--- config.mk ---
export PLATFORM = sky130hd
export DESIGN_NAME = knn_topk_voter
export DESIGN_NICKNAME = d
export VERILOG_FILES = /design/src/rtl/knn_topk_voter.sv
export SDC_FILE = /design/constraint.sdc
export NUM_CORES = 1
export LEC_CHECK = 0
export BUFFER_PORTS_ARGS = -buffer_cell sky130_fd_sc_hd__buf_4
export CORE_MARGIN = 2
export CORE_UTILIZATION = 36
export DETAILED_ROUTE_END_ITERATION = 6
export PLACE_DENSITY_LB_ADDON = 0.08
export SKIP_CTS_REPAIR_TIMING = 1
export SLEW_MARGIN = 25
export SYNTH_ARGS = -nofsm -noshare
export SYNTH_HDL_FRONTEND = slang
export SYNTH_SLANG_ARGS = --single-unit
--- constraint.sdc ---
create_clock -name clk_i -period 2.7 [get_ports clk_i]
set_input_delay 0.405 -clock clk_i [delete_from_list [all_inputs] [get_ports clk_i]]
set_output_delay 0.405 -clock clk_i [all_outputs]
set_load 0.05 [all_outputs]
--- src/rtl/knn_topk_voter.sv ---
// K-nearest-neighbour voter: keeps the K smallest (distance, label) pairs of a query
// in a sorted list, then majority-votes their labels (ties go to the lowest class).
module knn_topk_voter #(
    parameter int K           = 3,
    parameter int DIST_W      = 18,
    parameter int LABEL_W     = 2,
    parameter int NUM_CLASSES = 4
) (
    input  logic               clk_i,
    input  logic               rst_i,
    input  logic               start_i,
    input  logic               in_valid_i,
    output logic               in_ready_o,
    input  logic [DIST_W-1:0]  in_dist_i,
    input  logic [LABEL_W-1:0] in_label_i,
    input  logic               in_last_i,
    output logic               busy_o,
    output logic               result_valid_o,
    output logic [LABEL_W-1:0] result_label_o,
    output logic [DIST_W-1:0]  nn_dist_o
);

    localparam int CNT_W = $clog2(K + 1);
    localparam int IDX_W = (K > 1) ? $clog2(K) : 1;

    typedef enum logic [1:0] {S_IDLE, S_COLLECT, S_VOTE, S_RESOLVE} state_t;

    state_t               state_q, state_d;
    logic [DIST_W-1:0]    dist_q  [K];
    logic [DIST_W-1:0]    dist_d  [K];
    logic [LABEL_W-1:0]   label_q [K];
    logic [LABEL_W-1:0]   label_d [K];
    logic [K-1:0]         valid_q, valid_d;
    logic [CNT_W-1:0]     cnt_q   [NUM_CLASSES];
    logic [CNT_W-1:0]     cnt_d   [NUM_CLASSES];
    logic [IDX_W-1:0]     vidx_q, vidx_d;
    logic [LABEL_W-1:0]   res_label_q, res_label_d;
    logic                 res_valid_q, res_valid_d;

    // Insertion network: lt is monotone along the list, so the sample lands at the
    // first set bit and everything from there down moves one slot.
    logic [K-1:0]         lt;
    logic [DIST_W-1:0]    ins_dist  [K];
    logic [LABEL_W-1:0]   ins_label [K];
    logic [K-1:0]         ins_valid;

    genvar gi;
    generate
        for (gi = 0; gi < K; gi++) begin : g_ins
            assign lt[gi] = !valid_q[gi] || (in_dist_i < dist_q[gi]);
            if (gi == 0) begin : g_head
                assign ins_dist[gi]  = lt[gi] ? in_dist_i  : dist_q[gi];
                assign ins_label[gi] = lt[gi] ? in_label_i : label_q[gi];
                assign ins_valid[gi] = lt[gi] ? 1'b1       : valid_q[gi];
            end else begin : g_tail
                assign ins_dist[gi]  = lt[gi-1] ? dist_q[gi-1]  : (lt[gi] ? in_dist_i  : dist_q[gi]);
                assign ins_label[gi] = lt[gi-1] ? label_q[gi-1] : (lt[gi] ? in_label_i : label_q[gi]);
                assign ins_valid[gi] = lt[gi-1] ? valid_q[gi-1] : (lt[gi] ? 1'b1       : valid_q[gi]);
            end
        end
    endgenerate

    logic [LABEL_W-1:0] best_label;
    logic [CNT_W-1:0]   best_cnt;

    always_comb begin
        best_label = '0;
        best_cnt   = cnt_q[0];
        for (int c = 1; c < NUM_CLASSES; c++) begin
            if (cnt_q[c] > best_cnt) begin
                best_cnt   = cnt_q[c];
                best_label = LABEL_W'(c);
            end
        end
    end

    always_comb begin
        state_d     = state_q;
        dist_d      = dist_q;
        label_d     = label_q;
        valid_d     = valid_q;
        cnt_d       = cnt_q;
        vidx_d      = vidx_q;
        res_label_d = res_label_q;
        res_valid_d = 1'b0;
        case (state_q)
            S_IDLE: begin
                if (start_i) begin
                    state_d = S_COLLECT;
                    valid_d = '0;
                    vidx_d  = '0;
                    for (int i = 0; i < K; i++) dist_d[i] = '1;
                    for (int c = 0; c < NUM_CLASSES; c++) cnt_d[c] = '0;
                end
            end
            S_COLLECT: begin
                if (in_valid_i) begin
                    dist_d  = ins_dist;
                    label_d = ins_label;
                    valid_d = ins_valid;
                    if (in_last_i) begin
                        state_d = S_VOTE;
                        vidx_d  = '0;
                    end
                end
            end
            S_VOTE: begin
                for (int c = 0; c < NUM_CLASSES; c++) begin
                    if (valid_q[vidx_q] && (label_q[vidx_q] == LABEL_W'(c)))
                        cnt_d[c] = cnt_q[c] + CNT_W'(1);
                end
                if (vidx_q == IDX_W'(K - 1)) state_d = S_RESOLVE;
                else                         vidx_d  = vidx_q + IDX_W'(1);
            end
            S_RESOLVE: begin
                res_label_d = best_label;
                res_valid_d = 1'b1;
                state_d     = S_IDLE;
            end
            default: state_d = S_IDLE;
        endcase
    end

    always_ff @(posedge clk_i) begin
        if (rst_i) begin
            state_q     <= S_IDLE;
            valid_q     <= '0;
            vidx_q      <= '0;
            res_label_q <= '0;
            res_valid_q <= 1'b0;
            for (int i = 0; i < K; i++) begin
                dist_q[i]  <= '1;
                label_q[i] <= '0;
            end
            for (int c = 0; c < NUM_CLASSES; c++) cnt_q[c] <= '0;
        end else begin
            state_q     <= state_d;
            dist_q      <= dist_d;
            label_q     <= label_d;
            valid_q     <= valid_d;
            cnt_q       <= cnt_d;
            vidx_q      <= vidx_d;
            res_label_q <= res_label_d;
            res_valid_q <= res_valid_d;
        end
    end

    assign in_ready_o     = (state_q == S_COLLECT);
    assign busy_o         = (state_q != S_IDLE);
    assign result_valid_o = res_valid_q;
    assign result_label_o = res_label_q;
    assign nn_dist_o      = dist_q[0];

endmodule
=== Word-level counts from Yosys, hierarchy flattened ===
Cells that the tools add are included.

* $add $sub $neg: 5
* Order comparisons: 8
* Equal/unequal tests: 19
* Muxes and demuxes: 47
* Bitwise gates (word level): 1
* Reduce and logical (&&, ||, !) cells: 30

{| class="wikitable"
|+ Operators by type and width
! operator !! count
|-
| $mux 54 || 2
|-
| $pmux 54 s2 || 1
|-
| $mux 18 || 5
|-
| $lt 18x18->1 || 3
|-
| $mux 2 || 22
|-
| $reduce_and 3->1 || 7
|-
| $ne 2x2->1 const B || 8
|-
| $pmux 8 s2 || 1
|-
| $reduce_and 4->1 || 4
|-
| $add 2x1->2 const B || 5
|-
| $eq 2x2->1 const B || 5
|-
| $reduce_bool 2->1 || 5
|-
| $mux 1 || 8
|-
| $mux 8 || 1
|-
| $pmux 2 s4 || 1
|-
| $gt 2x2->1 || 3
|-
| $mux 3 || 2
|-
| $ne 3x1->1 const B || 2
|-
| $pmux 2 s3 || 1
|-
| $pmux 3 s2 || 1
|-
| $reduce_and 5->1 || 1
|-
| $bmux 2 s2 || 1
|-
| $eq 2x1->1 const B || 2
|-
| $logic_and 1x1->1 || 4
|-
| 9 further kinds || 15
|}

* Register bits: 78
* Output and inout bits: 23
* Word-level logic and storage cells: 127

=== Longest topological paths before layout ===
Gate-level depths: netlist (run 1).

* Depth in word-level cells: 8
* Depth in mapped cells: 17
* Gate-level depth less buffers: 17

=== Worst setup path after synthesis (run 1) ===
OpenSTA, ideal clock, no wires.

* Kind: reg-to-reg
* Start: register cnt_q[5] (netlist bit)
* End: register res_label_q[0], in the netlist result_label_o[0]
* Setup time: 0.119 ns
* Arrival time: 2.366 ns
* Setup slack: 0.215 ns
* Stages on the path, launching flop included: 15
* Buffers on the path: 0
* Period minus slack after synthesis: 2.485 ns
* Path through: dfxtp_1 > inv_1 > ha_1 > nor2_1 > o22ai_1 > o21ai_0 > ha_1 > a21oi_1 > nor2_1 > a21oi_1 > ha_1 > nor2b_1 > o21ai_0 > nand2_1 > o221a_2

* Cells in the longest elaborated chain, start to end: 6
* Elaborated cells between the ends (all ways): 8
* Classes of those cells: order compare (3); mux (5)

{| class="wikitable"
|+ RTL lines
! item !! line !! RTL
|-
| start: declaration || 34 || <nowiki>logic [CNT_W-1:0] cnt_q [NUM_CLASSES];</nowiki>
|-
| start signal: assignment || 141 || <nowiki>cnt_q <= cnt_d;</nowiki>
|-
| $gt 2x2->1 || 70 || <nowiki>if (cnt_q[c] > best_cnt) begin</nowiki>
|-
| $mux 2 || 70 ||
|-
| $gt 2x2->1 || 70 ||
|-
| $mux 2 || 70 ||
|-
| $gt 2x2->1 || 70 ||
|-
| $mux 2 * || 70 ||
|-
| end signal: assignment || 143 || <nowiki>res_label_q <= res_label_d;</nowiki>
|-
| end: declaration || 37 || <nowiki>logic [LABEL_W-1:0] res_label_q, res_label_d;</nowiki>
|}

Every way passes the cells marked *; elsewhere a longest branch is shown, timed or not.
A chain may end at the register's enable or synchronous reset.

=== Worst setup path after layout (run 1) ===
Ends and elaborated chain as after synthesis.

==> results_dict.tcl, run 1 <==
set metrics [dict create \
    fin_crit_ns 2.52 \
    total_power_uw 4900 \
    fmax_ghz 0.397 \
    place_area_sq_um 5920 \
    fp.dieW_um 124 \
    syn_area_per_cell_sq_um 8.19 \
    routed_wl_um 14200 \
    start_kind "register" \
    die_h_um 124 \
    ant_nets 0 \
    grt_pass1_vias 4542 \
    power.leakage_uw 0.00308 \
    cts_made_buffers 9 \
    cp-end-kind "register" \
    min_path_type "input pin to register" \
    finalHoldViolCount 0 \
    syn_to_final_growth_pct 22.0 \
    status "finished, final reports clean" \
    avgViaCountPerCell 5.27 \
    synth_seq_area_share_pct 29.9 \
    crit_type "register to register" \
    peakVddDrop_v 0.000410 \
    die_area_sq_um 15500 \
    ff2ff_setup_slack_ns 0.18 \
    clock_sinks 78 \
    maxSlewHeadroom_pct 54.3 \
    cts_tree "yes" \
    synthFlopType "dfxtp_1" \
    portBuffers 47 \
    r2r-start "cnt_q[5]$_SDFFE_PP0P_" \
    design_area_sq_um 6370 \
    hold_end "label_q[5]$_SDFFE_PP0P_" \
    min_path_cells 3 \
    place_hpwl_um 11100 \
    p_per_area_nw_per_um2 770 \
    worstPathArrival_ns 2.76 \
    cts_root_buf "clkbuf_16" \
    fin_util_pct 44.3 \
    row_count 44 \
    yosysWarningCount 0 \
    clk_pin_slew_ns 0.07 \
    grt_max_degree 27 \
    syn_area_sq_um 5220 \
    drc 0 \
    globalplace.congestion 0.832 \
    synth_cell_type_count 54 \
    tightest_slew_ns 0.686 \
    dr.pass1.iters 4 \
    setup_viol 0 \
    postSynthRegisterBits 78 \
    r2r-end "result_label_o[0]$_SDFFE_PP0P_" \
    rr_worst_depth 15 \
    antenna_found_initial 0 \
    gr-total-overflow 0 \
    grt_pass1_wl_um 23600 \
    final.period_utilization_pct 93.2 \
    report.final.slew_viol_count 0 \
    cp_max_fo 3 \
    htree_num_levels 3 \
    initial_utilization_pct 36.3 \
    clk_latency_ns 0.35 \
    synth_edf_count 0 \
    finalNetCount 783 \
    ioPinCount 48 \
    min-delay-start "in_label_i[1]" \
    rsz0062_at_grt "no" \
    cts_max_path_buffers 2 \
    nFillCells 1404 \
    grtUsageTotal_pct 18.9 \
    core_sq_um 14400 \
    cap_violations 0 \
    fin_worst_skew_ns 0.00978 \
    ys_async_sr_fraction_pct 0 \
    synthCells 637 \
    wl_per_cell_um 16.1 \
    worstPathRequired_ns 2.95 \
    syn_nets 727 \
    antennaDiodeCount 0 \
    drt-initial-drc-count 225 \
    vias 4651 \
    drive_gt1_share_pct 21.3 \
]
## report_power, final
part | total (uW) | switching [uW] | internal, uW
Combinational | 2130 | 1280 | 852
Clock | 1410 | 516 | 889
Sequential | 1370 | 105 | 1260
Total | 4900 | 1900 | 3000
## worst max-delay path by stage
stage / startpoint / endpoint / cells after the start
6_report: cnt_q[5]$_SDFFE_PP0P_ / result_label_o[0]$_SDFFE_PP0P_ / 15
5_1_grt: cnt_q[5]$_SDFFE_PP0P_ / result_label_o[0]$_SDFFE_PP0P_ / 15
4_1_cts: cnt_q[5]$_SDFFE_PP0P_ / result_label_o[0]$_SDFFE_PP0P_ / 14
3_5_place_dp: in_dist_i[3] / dist_q[12]$_SDFFE_PP1P_ / 12
3_3_place_gp: in_dist_i[3] / dist_q[10]$_SDFFE_PP1P_ / 12
2_1_floorplan: cnt_q[5]$_SDFFE_PP0P_ / result_label_o[0]$_SDFFE_PP0P_ / 14
## layout by cell type (no fill, tap or decap), types with 2 or more instances in the layout
cell and n:
bufinv_16 2, or2_2 2, o21ai_0 35, nor2_1 57, buf_12 6, mux2i_1 10
nand2_1 35, clkbuf_8 3, and2_1 2, a2bb2oi_1 26, o211ai_1 3, o311ai_0 2
a2111oi_2 3, o21ai_1 2, o21ai_4 2, nand4_1 4, nand2b_1 6, nor4b_2 6
and3_1 4, a21oi_1 93, nor4b_1 12, a2bb2oi_2 10, clkbuf_16 9, nor3_1 7
nand3_1 13, o22ai_2 2, o21a_1 3, a211oi_1 2, nor2_4 2, inv_1 70
ha_1 65, o221a_2 2, buf_4 86, nor2b_1 4, a21o_1 2, dfxtp_1 77
## routing by layer
metal	part of all wire [%]	global-route usage, %
met5	0	0
met4	1.2	4.49
met3	4.0	4.77
met2	46	30.5
met1	49	25.2
## cells in the mapped netlist, types with 2 or more instances
master	number	area [sq um]
a21oi_1	94	470
dfxtp_1	78	1560
inv_1	70	263
ha_1	65	813
nor2_1	57	214
o21ai_0	37	185
nand2_1	35	131
a2bb2oi_1	26	228
buf_4	20	150
clkbuf_1	18	67.6
nor4b_1	18	158
nand3_1	13	65.1
a2bb2oi_2	10	150
mux2i_1	10	100
nor3_1	8	40.0
nand2b_1	6	37.5
buf_2	5	25.0
and3_1	4	25.0
nand4_1	4	25.0
nor2b_1	4	25.0
o21a_1	4	30.0
a2111oi_2	3	45.0
a211oi_1	3	22.5
o211ai_1	3	22.5
o22ai_1	3	18.8
a21o_1	2	15.0
and2_1	2	12.5
buf_1	2	7.51
buf_6	2	22.5
nor2_4	2	22.5
nor4_1	2	12.5
o21ai_4	2	32.5
o221a_2	2	22.5
o311ai_0	2	17.5
or2_2	2	12.5
## registers in the layout, summed over array words and instances (netlist names)
signal and flops:
state_q 2, nn_dist_o 18, result_label_o 2, vidx_q 2, result_valid_o 1, cnt_q 8, valid_q 3, label_q 6
dist_q 36
## metrics by stage
stage	cells	TNS, ns	worst slack (ns)	hold slack [ns]
floorplan	637	0	0.215	0.444
global placement	864	-1.02	-0.0649	0.460
detailed placement	864	-0.911	-0.0776	0.467
CTS	880	-0.0236	-0.0214	0.303
global route	882	0	0.00826	0.304
finish	882	0	0.183	0.312
## logic make-up after synthesis
logic type               share of synthesized area [%]
AND/OR/NAND/NOR                                   16.0
multiplexers                                      2.13
buffers and inverters                             10.3
adder cells (fa/ha/maj)                           15.6
AO/OA/AOI/OAI                                     26.1
flip-flops                                        29.9
## area by class of cell
| class | count | area (sq um) | area share [%] |
|---|---|---|---|
| repair buffers | 92 | 766 | 12.0 |
| inverters | 70 | 263 | 4.13 |
| clock inverters | 4 | 76.3 | 1.20 |
| clock buffers | 12 | 267 | 4.19 |
| multi-input cells | 442 | 3200 | 50.3 |
| flip-flops and latches | 78 | 1560 | 24.5 |
| well taps | 184 | 230 | 3.62 |
## critical path, stage by stage (launching register included)
cell and delay [ns]:
dfxtp_1 0.33, inv_1 0.06, ha_1 0.32, nor2_1 0.13
o22ai_2 0.11, nand2_1 0.09, o21ai_2 0.06, ha_1 0.29
a21oi_2 0.18, nor2_1 0.07, a21oi_1 0.12, ha_1 0.16
nor2b_1 0.04, o21ai_1 0.13, nand2_1 0.09, o221a_2 0.24
(Power assumes the default switching activity.)
==> run 2, diff against run 1 <==
==> constraint.sdc (replaced) <==
create_clock -name clk_i -period 2.1 [get_ports clk_i]
set_input_delay 0.315 -clock clk_i [delete_from_list [all_inputs] [get_ports clk_i]]
set_output_delay 0.315 -clock clk_i [all_outputs]
set_load 0.05 [all_outputs]
==> results_dict.tcl, run 2 (synthesized netlist as in run 1, its figures left out) <==
set metrics [dict create \
    power.leakage_uw 0.00389 \
    cp-end-kind "register" \
    drt-initial-drc-count 275 \
    antennaDiodeCount 0 \
    grt_max_degree 25 \
    rsz0062_at_grt "yes" \
    clock_sinks 78 \
    drive_gt1_share_pct 50.2 \
    gr-total-overflow 0 \
    ioPinCount 48 \
    worstPathRequired_ns 2.33 \
    finalNetCount 927 \
    crit_buf_inv 3 \
    crit_chain "inv_2, ha_4, a211o_1, a21oi_2, o21ai_2, a311o_2, and3_4, buf_6, nor2_4, clkbuf_16, a2bb2oi_2" \
    busiest_layer "met2" \
    crit_type "register to register" \
    cp_max_fo 7 \
    portBuffers 47 \
    die_area_sq_um 15500 \
    cts_root_buf "clkbuf_16" \
    whs_ns 0.228 \
    fin_worst_skew_ns 0.0101 \
    mostFrequentLayoutCells "buf_4, a21oi_1, dfxtp_1" \
    gr-usage-met2_pct 34.2 \
    routed_wl_um 17000 \
    fin_crit_ns 2.51 \
    final.period_utilization_pct 120 \
    cts_made_buffers 9 \
    p_switching_uw 2990 \
    antenna_found_initial 0 \
    use_met1_pct 25.7 \
    row_count 44 \
    fp.dieW_um 124 \
    slowest_stage "a311o_2" \
    finalHoldViolCount 0 \
    drc 0 \
    setup_viol 62 \
    avgViaCountPerCell 5.20 \
    maxSlewHeadroom_pct 72.5 \
    intPower_uw 4730 \
    cts_max_path_buffers 2 \
    fmax_ghz 0.398 \
    critPathTopFamily "compound AO/OA/AOI/OAI gates" \
    grtUsageMet3_pct 2.53 \
    tightest_slew_ns 0.409 \
    clk_latency_ns 0.35 \
    ant_nets 0 \
    fin_ws_ns -0.414 \
    max_stage_delay_ns 0.46 \
    core_sq_um 14400 \
    place_hpwl_um 12000 \
    cap_violations 0 \
    grtUsageTotal_pct 19.9 \
    status "finished, violations left" \
    cts_tree "yes" \
    syn_to_final_growth_pct 64.3 \
    failed_checks "negative setup slack" \
    largest_register "dist_q" \
    seq_power_share_pct 22.5 \
    htree_num_levels 3 \
    worstPathArrival_ns 2.75 \
    swShare_pct 38.8 \
    peakVddDrop_v 0.000546 \
    initial_utilization_pct 36.3 \
    globalplace.congestion 0.829 \
    largest_register_ffs 36 \
    dp_slack_ns -0.421 \
    dr.pass1.iters 4 \
    nFillCells 1273 \
    report.final.slew_viol_count 0 \
    p_per_area_nw_per_um2 901 \
    clk_pin_slew_ns 0.06 \
    wl_per_cell_um 16.5 \
    grt_pass1_wl_um 25200 \
    grt_pass1_vias 5158 \
    vias 5334 \
    min_path_type "input pin to register" \
    p_comb_share_pct 53.6 \
    clockPowerShare_pct 23.9 \
    start_kind "register" \
    final_common_cell "buf_4" \
    ff2ff_setup_slack_ns -0.41 \
    die_h_um 124 \
]
-- run 2: changes by cell type in the layout (fill, tap and decap cells not counted), sizes merged --
| cell | previous run | this run |
|---|---|---|
| and2 | 2 | 3 |
| buf | 92 | 228 |
| bufinv | 2 | 3 |
| clkbuf | 12 | 16 |
| clkinvlp | 1 | 4 |
| inv | 71 | 70 |
-- run 2: path summary, 6_finish.rpt --
| kind | cells after the start | end | startpoint |
|---|---|---|---|
| worst min-delay path | 3 | label_q[4]$_SDFFE_PP0P_ | in_label_i[0] |
| worst max-delay path | 11 | dist_q[35]$_SDFFE_PP1P_ | dist_q[21]$_SDFFE_PP1P_ |
| worst max register to register | 11 | dist_q[35]$_SDFFE_PP1P_ | dist_q[21]$_SDFFE_PP1P_ |
| worst min register to register | 1 | dist_q[6]$_SDFFE_PP1P_ | dist_q[6]$_SDFFE_PP1P_ |
-- run 2: per-layer routing --
metal  wire length [um]  vias up
met5                  0        -
met1               7900     2565
met4                296        0
li1                   -     2655
met3                552       21
met2               8200       93
-- run 2: cell type report --
cell class | instances | area, sq um | share of cell area, %
clock buffer | 9 | 225 | 2.63
clock inverter | 7 | 121 | 1.42
tap | 184 | 230 | 2.69
sequential | 78 | 1590 | 18.5
inverter | 70 | 269 | 3.14
timing repair buffer | 235 | 2090 | 24.4
multi-input combinational | 443 | 4050 | 47.3
-- run 2: tightest hold or removal path, cell delays in order --
cell and delay (ns):
buf_4 0.12, nand2_1 0.05, a21oi_1 0.05
-- run 2: per-stage QoR --
| stage | std cells | TNS [ns] | power (uW) | instance area, sq um | util (%) |
|---|---|---|---|---|---|
| finish | 1026 | -18.42 | 7730 | 8570 | 59.7 |
| global route | 1026 | -24.89 | 8120 | 8570 | 59.7 |
| CTS | 998 | -17.63 | 6870 | 7480 | 52.0 |
| detailed placement | 982 | -23.34 | 5000 | 7130 | 49.6 |
| global placement | 982 | -22.78 | 4930 | 7130 | 49.6 |
| floorplan | 637 | -1.04 | 3850 | 5540 | - |
-- run 2: power by group through the flow --
stage / Clock, uW / Combinational [uW] / Sequential, uW
CTS: 1890 / 3250 / 1730
detailed placement: 0 / 3240 / 1760
finish: 1850 / 4140 / 1740
global placement: 0 / 3170 / 1760
global route: 1930 / 4440 / 1750
floorplan: 0 / 2080 / 1770
==> run 3, diff against run 2 <==
--- a/config.mk
+++ b/config.mk
@@ -8,6 +8,8 @@
 export BUFFER_PORTS_ARGS = -buffer_cell sky130_fd_sc_hd__buf_4
 export CORE_MARGIN = 2
 export CORE_UTILIZATION = 36
+export CTS_BUF_LIST = sky130_fd_sc_hd__clkbuf_4
+export CTS_CLUSTER_SIZE = 12
 export DETAILED_ROUTE_END_ITERATION = 6
 export PLACE_DENSITY_LB_ADDON = 0.08
 export SKIP_CTS_REPAIR_TIMING = 1
@@ -15,3 +17,4 @@
 export SYNTH_ARGS = -nofsm -noshare
 export SYNTH_HDL_FRONTEND = slang
 export SYNTH_SLANG_ARGS = --single-unit
+export TNS_END_PERCENT = 30
==> results_dict.tcl, run 3 (synthesized netlist as in run 1, its figures left out) <==
set metrics [dict create \
    report.final.slew_viol_count 0 \
    cp_max_fo 3 \
    status "finished, violations left" \
    r2r-start "cnt_q[7]$_SDFFE_PP0P_" \
    hold_end "label_q[5]$_SDFFE_PP0P_" \
    crit_top_cell "nand2_1" \
    cts_tree "yes" \
    fmax_ghz 0.407 \
    antennaDiodeCount 0 \
    crit_type "register to register" \
    row_count 44 \
    fin_util_pct 53.6 \
    worstPathArrival_ns 2.82 \
    antenna_found_initial 0 \
    syn_to_final_growth_pct 47.6 \
    routed_wl_um 15000 \
    min_path_cells 3 \
    vias 5066 \
    max_stage_delay_ns 0.35 \
    start_kind "register" \
    initial_utilization_pct 36.3 \
    cts_max_path_buffers 2 \
    nFillCells 1331 \
    largest_register_ffs 36 \
    clk_latency_ns 0.46 \
    grt_pass1_wl_um 23700 \
    min_path_type "input pin to register" \
    place_area_sq_um 6800 \
    ioPinCount 48 \
    core_sq_um 14400 \
    rr_worst_depth 17 \
    die_area_sq_um 15500 \
    largest_register "dist_q" \
    clock_sinks 78 \
    design_area_sq_um 7700 \
    maxSlewHeadroom_pct 72.2 \
    setup_viol 62 \
    avgViaCountPerCell 5.10 \
    tightest_slew_ns 0.417 \
    grt_pass1_vias 5078 \
    grt_max_degree 34 \
    slowest_stage "dfxtp_2" \
    worstPathRequired_ns 2.46 \
    finalNetCount 895 \
    clk_pin_slew_ns 0.13 \
    drc 0 \
    peakVddDrop_v 0.000422 \
    fin_ws_ns -0.356 \
    whs_ns 0.122 \
    htree_num_levels 3 \
    final.period_utilization_pct 117 \
    dr.pass1.iters 4 \
    finalHoldViolCount 0 \
    cts_root_buf "clkbuf_4" \
    fin_worst_skew_ns 0.0140 \
    drt-initial-drc-count 173 \
    cts_made_buffers 9 \
    drive_gt1_share_pct 46.9 \
    gr-total-overflow 0 \
    ant_nets 0 \
    failed_checks "negative setup slack" \
    p_per_area_nw_per_um2 816 \
    grtUsageTotal_pct 18.4 \
    cap_violations 0 \
    rsz0062_at_grt "yes" \
    wl_per_cell_um 15.1 \
    cp-end-kind "register" \
    portBuffers 47 \
    fin_crit_ns 2.46 \
    fp.dieW_um 124 \
    die_h_um 124 \
    place_hpwl_um 11100 \
    mostFrequentLayoutCells "buf_4, a21oi_1, inv_1, dfxtp_1, nor2_1" \
    power.leakage_uw 0.00354 \
    crit_chain "inv_2, ha_4, nor2_4, o22ai_2, nand2_1, o21ai_2, ha_4, nor2_2, nor2_2, a21oi_4, nor2_1, a21oi_1, ha_2, nand2_1, o21ai_1, nand2_1, o221a_2" \
    globalplace.congestion 0.801 \
    r2r-end "result_label_o[1]$_SDFFE_PP0P_" \
    final_common_cell "buf_4" \
    ff2ff_setup_slack_ns -0.36 \
    min-delay-start "in_label_i[1]" \
]
-- run 3: cell count changes in the layout (fill, tap and decap cells not counted), sizes merged --
cell and delta:
clkinvlp -3, inv -1, bufinv -1, and2 -1
buf -26, clkbuf -5, clkinv +5
-- run 3: worst max path at each step --
| stage | startpoint | to |
|---|---|---|
| 5_1_grt | cnt_q[5]$_SDFFE_PP0P_ | result_label_o[0]$_SDFFE_PP0P_ |
| 3_5_place_dp | in_dist_i[4] | label_q[1]$_SDFFE_PP0P_ |
| 3_3_place_gp | in_dist_i[4] | label_q[1]$_SDFFE_PP0P_ |
| 4_1_cts | cnt_q[7]$_SDFFE_PP0P_ | result_label_o[1]$_SDFFE_PP0P_ |
| 2_1_floorplan | cnt_q[4]$_SDFFE_PP0P_ | result_label_o[0]$_SDFFE_PP0P_ |
| 6_report | cnt_q[7]$_SDFFE_PP0P_ | result_label_o[1]$_SDFFE_PP0P_ |
-- run 3: layout make-up --
cell class	instances	area (sq um)	share of cell area (%)
inverter	70	267	3.46
clock buffer	9	67.6	0.877
multi-input combinational	442	3810	49.5
clock inverter	7	88.8	1.15
timing repair buffer	204	1650	21.4
tap	184	230	2.99
sequential	78	1590	20.6
-- run 3: metrics by stage --
stage	setup TNS [ns]	worst slack, ns	total power (uW)	instances
floorplan	-3.99	-0.175	3790	637
global placement	-19.37	-0.377	4790	965
detailed placement	-22.31	-0.477	4850	965
CTS	-17.94	-0.378	5930	981
global route	-19.64	-0.501	6700	994
finish	-11.28	-0.356	6280	994
-- run 3: power breakdown --
group          switching [uW]  internal, uW
Clock                     586           477
Sequential                103          1620
Combinational            1910          1590
Total                    2590          3690
-- run 3: worst max-delay path, delay by kind of cell, from the launching register on --
kind	cells	cell delay, ns
adder cells (fa/ha/maj)	3	0.76
AO/OA/AOI/OAI	6	0.65
AND/OR/NAND/NOR	7	0.54
flip-flops	1	0.35
buffers and inverters	1	0.06
-- run 3: routing by layer --
metal / part of all wire [%] / track usage [%] / vias up
met5: 0 / 0 / -
met4: 1.2 / 6.81 / 0
met3: 2.2 / 2.75 / 13
met2: 50 / 31.5 / 55
met1: 47 / 23.5 / 2401
li1: - / - / 2597
